[src/rtl/store_datapath_pkg.sv]
// Shared constants, mode encodings, state type and byte-swap helper for the squeeze-side store stage.
package store_datapath_pkg;

    localparam int WORD_W         = 64;
    localparam int RATE_SHAKE128  = 1344;
    localparam int RATE_SHAKE256  = 1088;
    localparam int DEPTH_SHAKE128 = RATE_SHAKE128 / WORD_W;
    localparam int DEPTH_SHAKE256 = RATE_SHAKE256 / WORD_W;

    localparam logic [1:0] SHAKE128_MODE_VEC = 2'b01;
    localparam logic [1:0] SHAKE256_MODE_VEC = 2'b10;

    typedef enum logic [1:0] {
        IDLE,
        WAIT_BLOCK,
        SEND
    } store_state_t;

    // Reverses byte order so the lane's least significant byte leaves first.
    function automatic logic [WORD_W-1:0] endian_switch(input logic [WORD_W-1:0] x);
        logic [WORD_W-1:0] y;
        y = '0;
        for (int i = 0; i < WORD_W / 8; i++) begin
            y[8*i +: 8] = x[WORD_W - 8 - 8*i +: 8];
        end
        return y;
    endfunction

endpackage

[src/rtl/store_datapath_piso.sv]
// piso_buffer: parallel-in serial-out word buffer; word 0 of the loaded block is presented first.
module piso_buffer #(
    parameter int WIDTH = 64,
    parameter int DEPTH = 21
) (
    input  logic                   clk_i,
    input  logic                   rst_i,
    input  logic                   load_i,
    input  logic                   shift_i,
    input  logic [WIDTH*DEPTH-1:0] data_in_i,
    output logic [WIDTH-1:0]       data_out_o
);

    logic [WIDTH*DEPTH-1:0] buf_q;

    // Load wins over shift; shifting pulls zeros into the top word.
    always_ff @(posedge clk_i or posedge rst_i) begin
        if (rst_i) begin
            buf_q <= '0;
        end else if (load_i) begin
            buf_q <= data_in_i;
        end else if (shift_i) begin
            buf_q <= {{WIDTH{1'b0}}, buf_q[WIDTH*DEPTH-1:WIDTH]};
        end
    end

    assign data_out_o = buf_q[WIDTH-1:0];

endmodule

[src/rtl/store_datapath.sv]
// Serialises squeezed rate blocks into byte-swapped output words until the requested size is exhausted.
// Optional macro STORE_ZERO_TAIL_EN zeroes the unused bytes of the final word.
module store_datapath
    import store_datapath_pkg::*;
#(
    parameter int W    = WORD_W,
    parameter int RATE = RATE_SHAKE128
) (
    input  logic            clk_i,
    input  logic            rst_i,
    input  logic            size_load_i,
    input  logic [31:0]     output_size_i,
    input  logic [1:0]      operation_mode_i,
    input  logic [RATE-1:0] rate_output_i,
    input  logic            block_valid_i,
    output logic            block_ready_o,
    output logic            squeeze_req_o,
    output logic [W-1:0]    data_out_o,
    output logic            data_out_valid_o,
    input  logic            data_out_ready_i,
    output logic [3:0]      data_out_bytes_o,
    output logic            done_o
);

    store_state_t state_q, state_d;
    logic [31:0]  remaining_q, remaining_d;
    logic [4:0]   word_cnt_q, word_cnt_d;
    logic [1:0]   mode_q, mode_d;
    logic         done_q, done_d;
    logic         squeeze_q, squeeze_d;
    logic         piso_load, piso_shift, last_word;
    logic [W-1:0] piso_word, swapped_word;
    logic [3:0]   final_bytes;
    logic         unused_size_low;

    assign unused_size_low = ^output_size_i[2:0];

    piso_buffer #(
        .WIDTH (W),
        .DEPTH (RATE / W)
    ) u_piso (
        .clk_i      (clk_i),
        .rst_i      (rst_i),
        .load_i     (piso_load),
        .shift_i    (piso_shift),
        .data_in_i  (rate_output_i),
        .data_out_o (piso_word)
    );

    assign last_word    = (remaining_q <= 32'(W));
    assign final_bytes  = (remaining_q[5:3] == 3'd0) ? 4'd8 : {1'b0, remaining_q[5:3]};
    assign swapped_word = endian_switch(piso_word);

    always_ff @(posedge clk_i or posedge rst_i) begin
        if (rst_i) begin
            state_q     <= IDLE;
            remaining_q <= '0;
            word_cnt_q  <= '0;
            mode_q      <= '0;
            done_q      <= 1'b0;
            squeeze_q   <= 1'b0;
        end else begin
            state_q     <= state_d;
            remaining_q <= remaining_d;
            word_cnt_q  <= word_cnt_d;
            mode_q      <= mode_d;
            done_q      <= done_d;
            squeeze_q   <= squeeze_d;
        end
    end

    // done and squeeze_req are registered so each appears the cycle after its triggering event.
    always_comb begin
        state_d     = state_q;
        remaining_d = remaining_q;
        word_cnt_d  = word_cnt_q;
        mode_d      = mode_q;
        done_d      = 1'b0;
        squeeze_d   = 1'b0;
        piso_load   = 1'b0;
        piso_shift  = 1'b0;
        case (state_q)
            IDLE: begin
                if (size_load_i) begin
                    remaining_d = {output_size_i[31:3], 3'b000};
                    mode_d      = operation_mode_i;
                    if (output_size_i[31:3] != 29'd0) begin
                        state_d = WAIT_BLOCK;
                    end else begin
                        done_d = 1'b1;
                    end
                end
            end
            WAIT_BLOCK: begin
                if (block_valid_i) begin
                    piso_load  = 1'b1;
                    word_cnt_d = (mode_q == SHAKE256_MODE_VEC) ? 5'(DEPTH_SHAKE256 - 1)
                                                               : 5'(DEPTH_SHAKE128 - 1);
                    state_d    = SEND;
                end
            end
            SEND: begin
                if (data_out_ready_i) begin
                    piso_shift = 1'b1;
                    if (last_word) begin
                        remaining_d = '0;
                        state_d     = IDLE;
                        done_d      = 1'b1;
                    end else begin
                        remaining_d = remaining_q - 32'(W);
                        if (word_cnt_q == 5'd0) begin
                            state_d   = WAIT_BLOCK;
                            squeeze_d = 1'b1;
                        end else begin
                            word_cnt_d = word_cnt_q - 5'd1;
                        end
                    end
                end
            end
            default: state_d = IDLE;
        endcase
    end

    assign block_ready_o    = (state_q == WAIT_BLOCK);
    assign data_out_valid_o = (state_q == SEND);
    assign data_out_bytes_o = !data_out_valid_o ? 4'd0 : (last_word ? final_bytes : 4'd8);
    assign squeeze_req_o    = squeeze_q;
    assign done_o           = done_q;

`ifdef STORE_ZERO_TAIL_EN
    always_comb begin
        data_out_o = swapped_word;
        if (data_out_valid_o && last_word) begin
            for (int i = 0; i < W / 8; i++) begin
                if (i >= int'(data_out_bytes_o)) begin
                    data_out_o[8*i +: 8] = 8'h00;
                end
            end
        end
    end
`else
    assign data_out_o = swapped_word;
`endif

endmodule
[config.mk]
export PLATFORM = sky130hd
export DESIGN_NAME = store_datapath
export DESIGN_NICKNAME = d
export VERILOG_FILES = /design/src/rtl/store_datapath_pkg.sv /design/src/rtl/store_datapath_piso.sv /design/src/rtl/store_datapath.sv
export SDC_FILE = /design/constraint.sdc
export NUM_CORES = 2
export LEC_CHECK = 0
export CORE_AREA = 4 4 571 573
export CTS_CLUSTER_SIZE = 24
export DETAILED_ROUTE_END_ITERATION = 8
export DIE_AREA = 0 0 575 577
export DONT_BUFFER_PORTS = 1
export GPL_ROUTABILITY_DRIVEN = 0
export PLACE_DENSITY = 0.37
export SLEW_MARGIN = 20
export SYNTH_ARGS = -nofsm -noshare
export SYNTH_HDL_FRONTEND = slang
export SYNTH_SLANG_ARGS = --single-unit
[constraint.sdc]
create_clock -name clk_i -period 130.5 [get_ports clk_i]
set_input_delay 39.15 -clock clk_i [delete_from_list [all_inputs] [get_ports clk_i]]
set_output_delay 39.15 -clock clk_i [all_outputs]
set_load 0.01 [all_outputs]
======== Yosys cells after proc, flatten, opt, wreduce, memory -nomap -nowiden ========
Index checks and enable logic that the tools add are counted.
operators by class
  $add $sub $neg .......................... 2
  multipliers ............................. 0
  divide/modulo/power cells ............... 0
  $lt $le $gt $ge ......................... 1
  equality and inequality tests ........... 10
  shift-type cells ........................ 0
  muxes and demuxes ....................... 35
  bitwise operators ....................... 0
  reduce and logical (&&, ||, !) cells .... 11
operators with widths
  kind                   count
  $mux 1344              2
  $mux 32                3
  $pmux 32 s2            1
  $le 32x7->1 const B    1
  $sub 32x7->32 const B  1
  $reduce_bool 29->1     1
  $mux 5                 4
  $mux 1                 12
  $mux 2                 6
  $mux 4                 3
  $ne 2x2->1 const B     5
  $pmux 5 s2             1
  $reduce_and 5->1       2
  $pmux 2 s3             1
  $reduce_bool 2->1      3
  $logic_not 5->1        1
  $sub 5x1->5 const B    1
  $eq 2x2->1 const B     2
  $logic_not 3->1        1
  $mux 3                 1
  $ne 3x1->1 const B     1
  $reduce_and 3->1       1
  $eq 2x1->1 const B     1
  $logic_not 2->1        1
  3 further kinds        3
storage, ports and cells
  bits in registers ....................... 1,387
  bits in latches ......................... 0
  memory bits (writable) .................. 0
  ROM bits ................................ 0
  input bits .............................. 1,383
  output and inout port bits .............. 72
  memories ................................ 0

======== Depth between registers and ports, before layout ========
  depth in word-level cells ............... 5
  gate-level depth with buffers ........... 9
  gate-level depth less buffers ........... 7

======== Cells and area by module ========
A second synthesis with hierarchy kept.
second synthesis, totals
  cells, all modules ...................... 6,186
  area, all modules ....................... 65,534.1 µm²
modules (own cells, without submodules)
  module          instances  cells each  area an instance (µm²)  seq. area each (µm²)
  piso_buffer     1          5,890       62,965.4                33,632.3
  store_datapath  1          296         2,568.7                 1,001.0

======== Least setup slack after synthesis ========
OpenSTA, ideal clock, no wires.
  path kind ............................... reg2out
  start point ............................. reg remaining_q[26]
  end point ............................... out data_out_bytes_o[3]
  arrival time ............................ 2.201 ns
  required time ........................... 91.350 ns
  slack ................................... 89.149 ns
  cell stages (with the launch flop) ...... 7
  buffers on the path ..................... 2
  cell sequence ........................... dfrtp_1 or4_4 or4_4 buf_6 nor4_4 buf_4 a21oi_1
between the ends
  cells in the longest elaborated chain, start to end .. 3
ends and longest elaborated chain
  element                 line                   text
  start, declared         store_datapath.sv:26   logic [31:0] remaining_q, remaining_d;
  start signal, assigned  store_datapath.sv:64   remaining_q <= remaining_d;
  $le 32x7->1             store_datapath.sv:50   assign last_word = (remaining_q <= 32'(W));
  $mux 4 (2 in series)    store_datapath.sv:126  assign data_out_bytes_o = !data_out_valid_o ? 4'd0 : (last_word ? final_bytes : 4'd8);
  end, declared           store_datapath.sv:21   output logic [3:0] data_out_bytes_o,
Every way passes these cells.

======== Final worst setup path ========
  start point ............................. in block_valid_i
  end point ............................... reg u_piso.buf_q[775]
between the ends
  cells in the longest elaborated chain, start to end .. 3
ends and longest elaborated chain
  element                                                line                       text
  start, declared                                        store_datapath.sv:15       input logic block_valid_i,
  $mux 1 *                                               store_datapath.sv:95       if (block_valid_i) begin
  $mux 1 *                                               store_datapath.sv:82       case (state_q)
  $mux 1344 / $reduce_bool 2->1 (equally long branches)  --
  end signal, assigned                                   store_datapath_piso.sv:21  buf_q <= data_in_i;
  end signal, assigned                                   store_datapath_piso.sv:23  buf_q <= {{WIDTH{1'b0}}, buf_q[WIDTH*DEPTH-1:WIDTH]};
  end, declared                                          store_datapath_piso.sv:14  logic [WIDTH*DEPTH-1:0] buf_q;
Mark *: on every way between the ends. The rest lies on a longest branch, timed or not.
A chain may end at the register's enable or synchronous reset.

==> flow_summary_export.csv <==
group,metric,value,unit
yosys,yosysSeqAreaShare,0.559,
global_routing,grt_antenna_before_repair,173,
yosys,synth.most_common_cell,"nand2_1",
detailed_routing,drc,0,
finish,fin_nets,8449,
worst_setup_path,cp_data_required_time,131.16,ns
floorplanning,core_area,321000,um^2
finish,drive_gt1_frac,0.0494,
power_and_ir_drop,max-vdd-ir-drop,0.0128,mV
detailed_routing,wl,305,mm
sta,fmax,22.5,MHz
clock_network,cts_tree,"yes",
global_routing,grt_usage,0.175,
hold_path,hp-start,"u_piso.buf_q[1323]",
flow_run,drv_cap,0,
yosys,synthFlopType,"dfrtp_1",
sta,setup-tns-final,0,ns
clock_network,cts_hold_buf,0,
worst_setup_path,reg2reg_from,"state_q[1]",
floorplanning,dieArea,332000,um^2
power_and_ir_drop,power.leakage,29.4,nW
clock_network,clockBufferDepth,4,
clock_network,cts_root_buf,"clkbuf_16",
worst_setup_path,end_kind,"flop",
worst_setup_path,path_class,"in -> reg",
yosys,synthTopCellsByCount,"2593 x nand2_1, 1384 x dfrtp_1, 1293 x nor2_1",
detailed_routing,vias,52700,
clock_network,cts_setup_buffers,0,
detailed_routing,dr.pass1.iters,6,
yosys,netlist_area,61900,um^2
yosys,syn_nets,8857,
yosys,synth-edff-count,0,
sta,rsz0062_at_grt,"false",
yosys,yosysUniqueCellTypes,51,
floorplanning,fp-row-count,208,
sta,slew_violations,0,
detailed_routing,met3_length,26.2,mm
finish,area_growth,14.9,%
placement,place_inst,11200,
clock_network,cts-resized-gates,0,
worst_setup_path,crit_start,"block_valid_i",
global_routing,grt_pass1_vias,52100,
yosys,ys.warnings.count,0,
yosys,synth_largest_area_cell,"dfrtp_1",
clock_network,numClockSinks,1384,
global_routing,grt_pass1_wl,418,mm
global_routing,grt_max_degree,277,
sta,slew_headroom,0.189,
yosys,postSynthAreaPerCell,8.29,um^2
clock_network,cts_buffers,177,
clock_network,clk_pin_slew,0.06,ns
floorplanning,ioPinCount,1455,
clock_network,clkLatencyLatePin,0.84,ns
global_routing,overflow,0,
sta,hold_viol,0,
worst_setup_path,worstSetupStartpointType,"primary input",
yosys,async_flop_share,1.00,
floorplanning,die_w,575,um
clock_network,htreeDepth,4,
detailed_routing,dr_wl_met2,148,mm
power_and_ir_drop,power_density,23.5,nW/um^2
detailed_routing,drtAntennaViolNets,0,
floorplanning,die_h,577,um
placement,dpl.hpwl,234,mm
worst_setup_path,crit_fanout,215,
sta,period_minus_slack,44.43,ns
yosys,yosys-top-cells-area,"dfrtp_1 56%, nand2_1 16%, a31oi_1 13%, nor2_1 7.8%, clkbuf_1 3.4%",
placement,io_buffer_count,0,
detailed_routing,highest_layer,"met5",
sta,setup_viol,0,
yosys,ys_seq_elements,1384,
finish,finalNonFillerCells,11600,
floorplanning,start_util,0.193,
sta,clock_skew,0.0528,ns
detailed_routing,routedWlPerCell,26.3,um
hold_path,hp-class,"reg -> reg",
detailed_routing,vias_per_cell,4.56,
yosys,syn_inst,7470,
sta,worst_slew_pin_slew,1.22,ns
finish,fillers,36000,
detailed_routing,drtIter0Drc,4215,
sta,fin_crit_sh,0.340,
outcome,status,"complete, no violations",
detailed_routing,m1WireLength,118,mm
yosys,synth_top_area_share,0.559,
worst_setup_path,cp.arrival,45.09,ns
-- layer usage --
| metal | track usage | vias up |
|---|---|---|
| met4 | 0.0592 | 128 |
| met2 | 0.300 | 1753 |
| met1 | 0.200 | 25900 |
| li1 | - | 24300 |
| met5 | 0 | - |
| met3 | 0.0637 | 549 |
-- through the flow --
step	util	hold slack (ns)	worst slack [ns]	cell area (um^2)	total power, mW
2_1_floorplan	-	0.466	52.33	61900	1.03
3_3_place_gp	0.204	0.482	85.17	65300	1.19
3_5_place_dp	0.204	0.484	85.13	65300	1.20
4_1_cts	0.221	0.502	86.11	70900	1.70
5_1_grt	0.222	0.507	85.46	71100	1.79
6_report	0.222	0.500	86.07	71200	1.67
-- state kept, by name, indices dropped and copies added, names as in the netlist --
name           cells
remaining_q       29
mode_q             2
u_piso.buf_q    1344
state_q            2
word_cnt_q         5
squeeze_req_o      1
done_o             1
-- power breakdown --
| part | switching (mW) | total, mW | internal, mW |
|---|---|---|---|
| Combinational | 0.304 | 0.457 | 0.153 |
| Clock | 0.205 | 0.487 | 0.282 |
| Sequential | 0.124 | 0.728 | 0.604 |
-- path summary, 6_finish.rpt --
path / slack [ns] / end / depth (start not counted)
max: 86.07 / u_piso.buf_q[775] / 8
min: 0.50 / u_piso.buf_q[1323] / 1
max reg2reg: 123.82 / u_piso.buf_q[775] / 8
min reg2reg: 0.50 / u_piso.buf_q[1323] / 1
max in group asynchronous: 87.54 / u_piso.buf_q[727] / 6
min in group asynchronous: 38.32 / u_piso.buf_q[953] / 1
-- critical path, stage by stage --
cell and delay, ns:
nand3b_1 0.53, nand2_4 0.82, buf_12 0.65, buf_4 0.80, buf_4 0.79, buf_4 0.86
buf_4 0.91, a31oi_1 0.19
-- cell usage in the layout, fill, tap and decap left out, types with 5 or more instances in the layout --
master / instances
bufinv_16: 5
nand3_1: 14
clkbuf_1: 50
nor2_1: 1291
and3_1: 9
buf_4: 64
a21oi_1: 9
dfrtp_1: 1384
nor3_1: 15
mux2i_1: 5
o211ai_1: 9
diode_2: 78
a22o_1: 70
nand2b_1: 5
a22oi_1: 7
a31oi_1: 1280
buf_12: 11
o211ai_2: 6
nor4_1: 11
o311ai_0: 8
or3_1: 8
clkbuf_8: 35
or4_1: 5
o21ai_0: 9
clkinv_2: 19
inv_1: 7
clkbuf_16: 178
nand2_1: 2592
nand4_1: 7
-- final cells by class --
| cell class | instances | area (um^2) | share of cell area |
|---|---|---|---|
| multi-input cells | 5414 | 24500 | 0.345 |
| repair buffers | 77 | 756 | 0.0106 |
| clock buffers | 263 | 5120 | 0.0720 |
| diodes | 78 | 195 | 0.00274 |
| flip-flops and latches | 1384 | 34600 | 0.487 |
| inverters | 8 | 37.5 | 0.000527 |
| well taps | 4305 | 5390 | 0.0757 |
| clock inverters | 42 | 503 | 0.00707 |
-- kinds of logic after synthesis --
kind of cell,synth area share
AND/OR/NAND/NOR,0.245
AO/OA/AOI/OAI,0.148
flip-flops,0.559
buffers and inverters,0.0452
multiplexers,0.00117
adder cells (fa/ha/maj),0.000808
(Power assumes the default switching activity.)
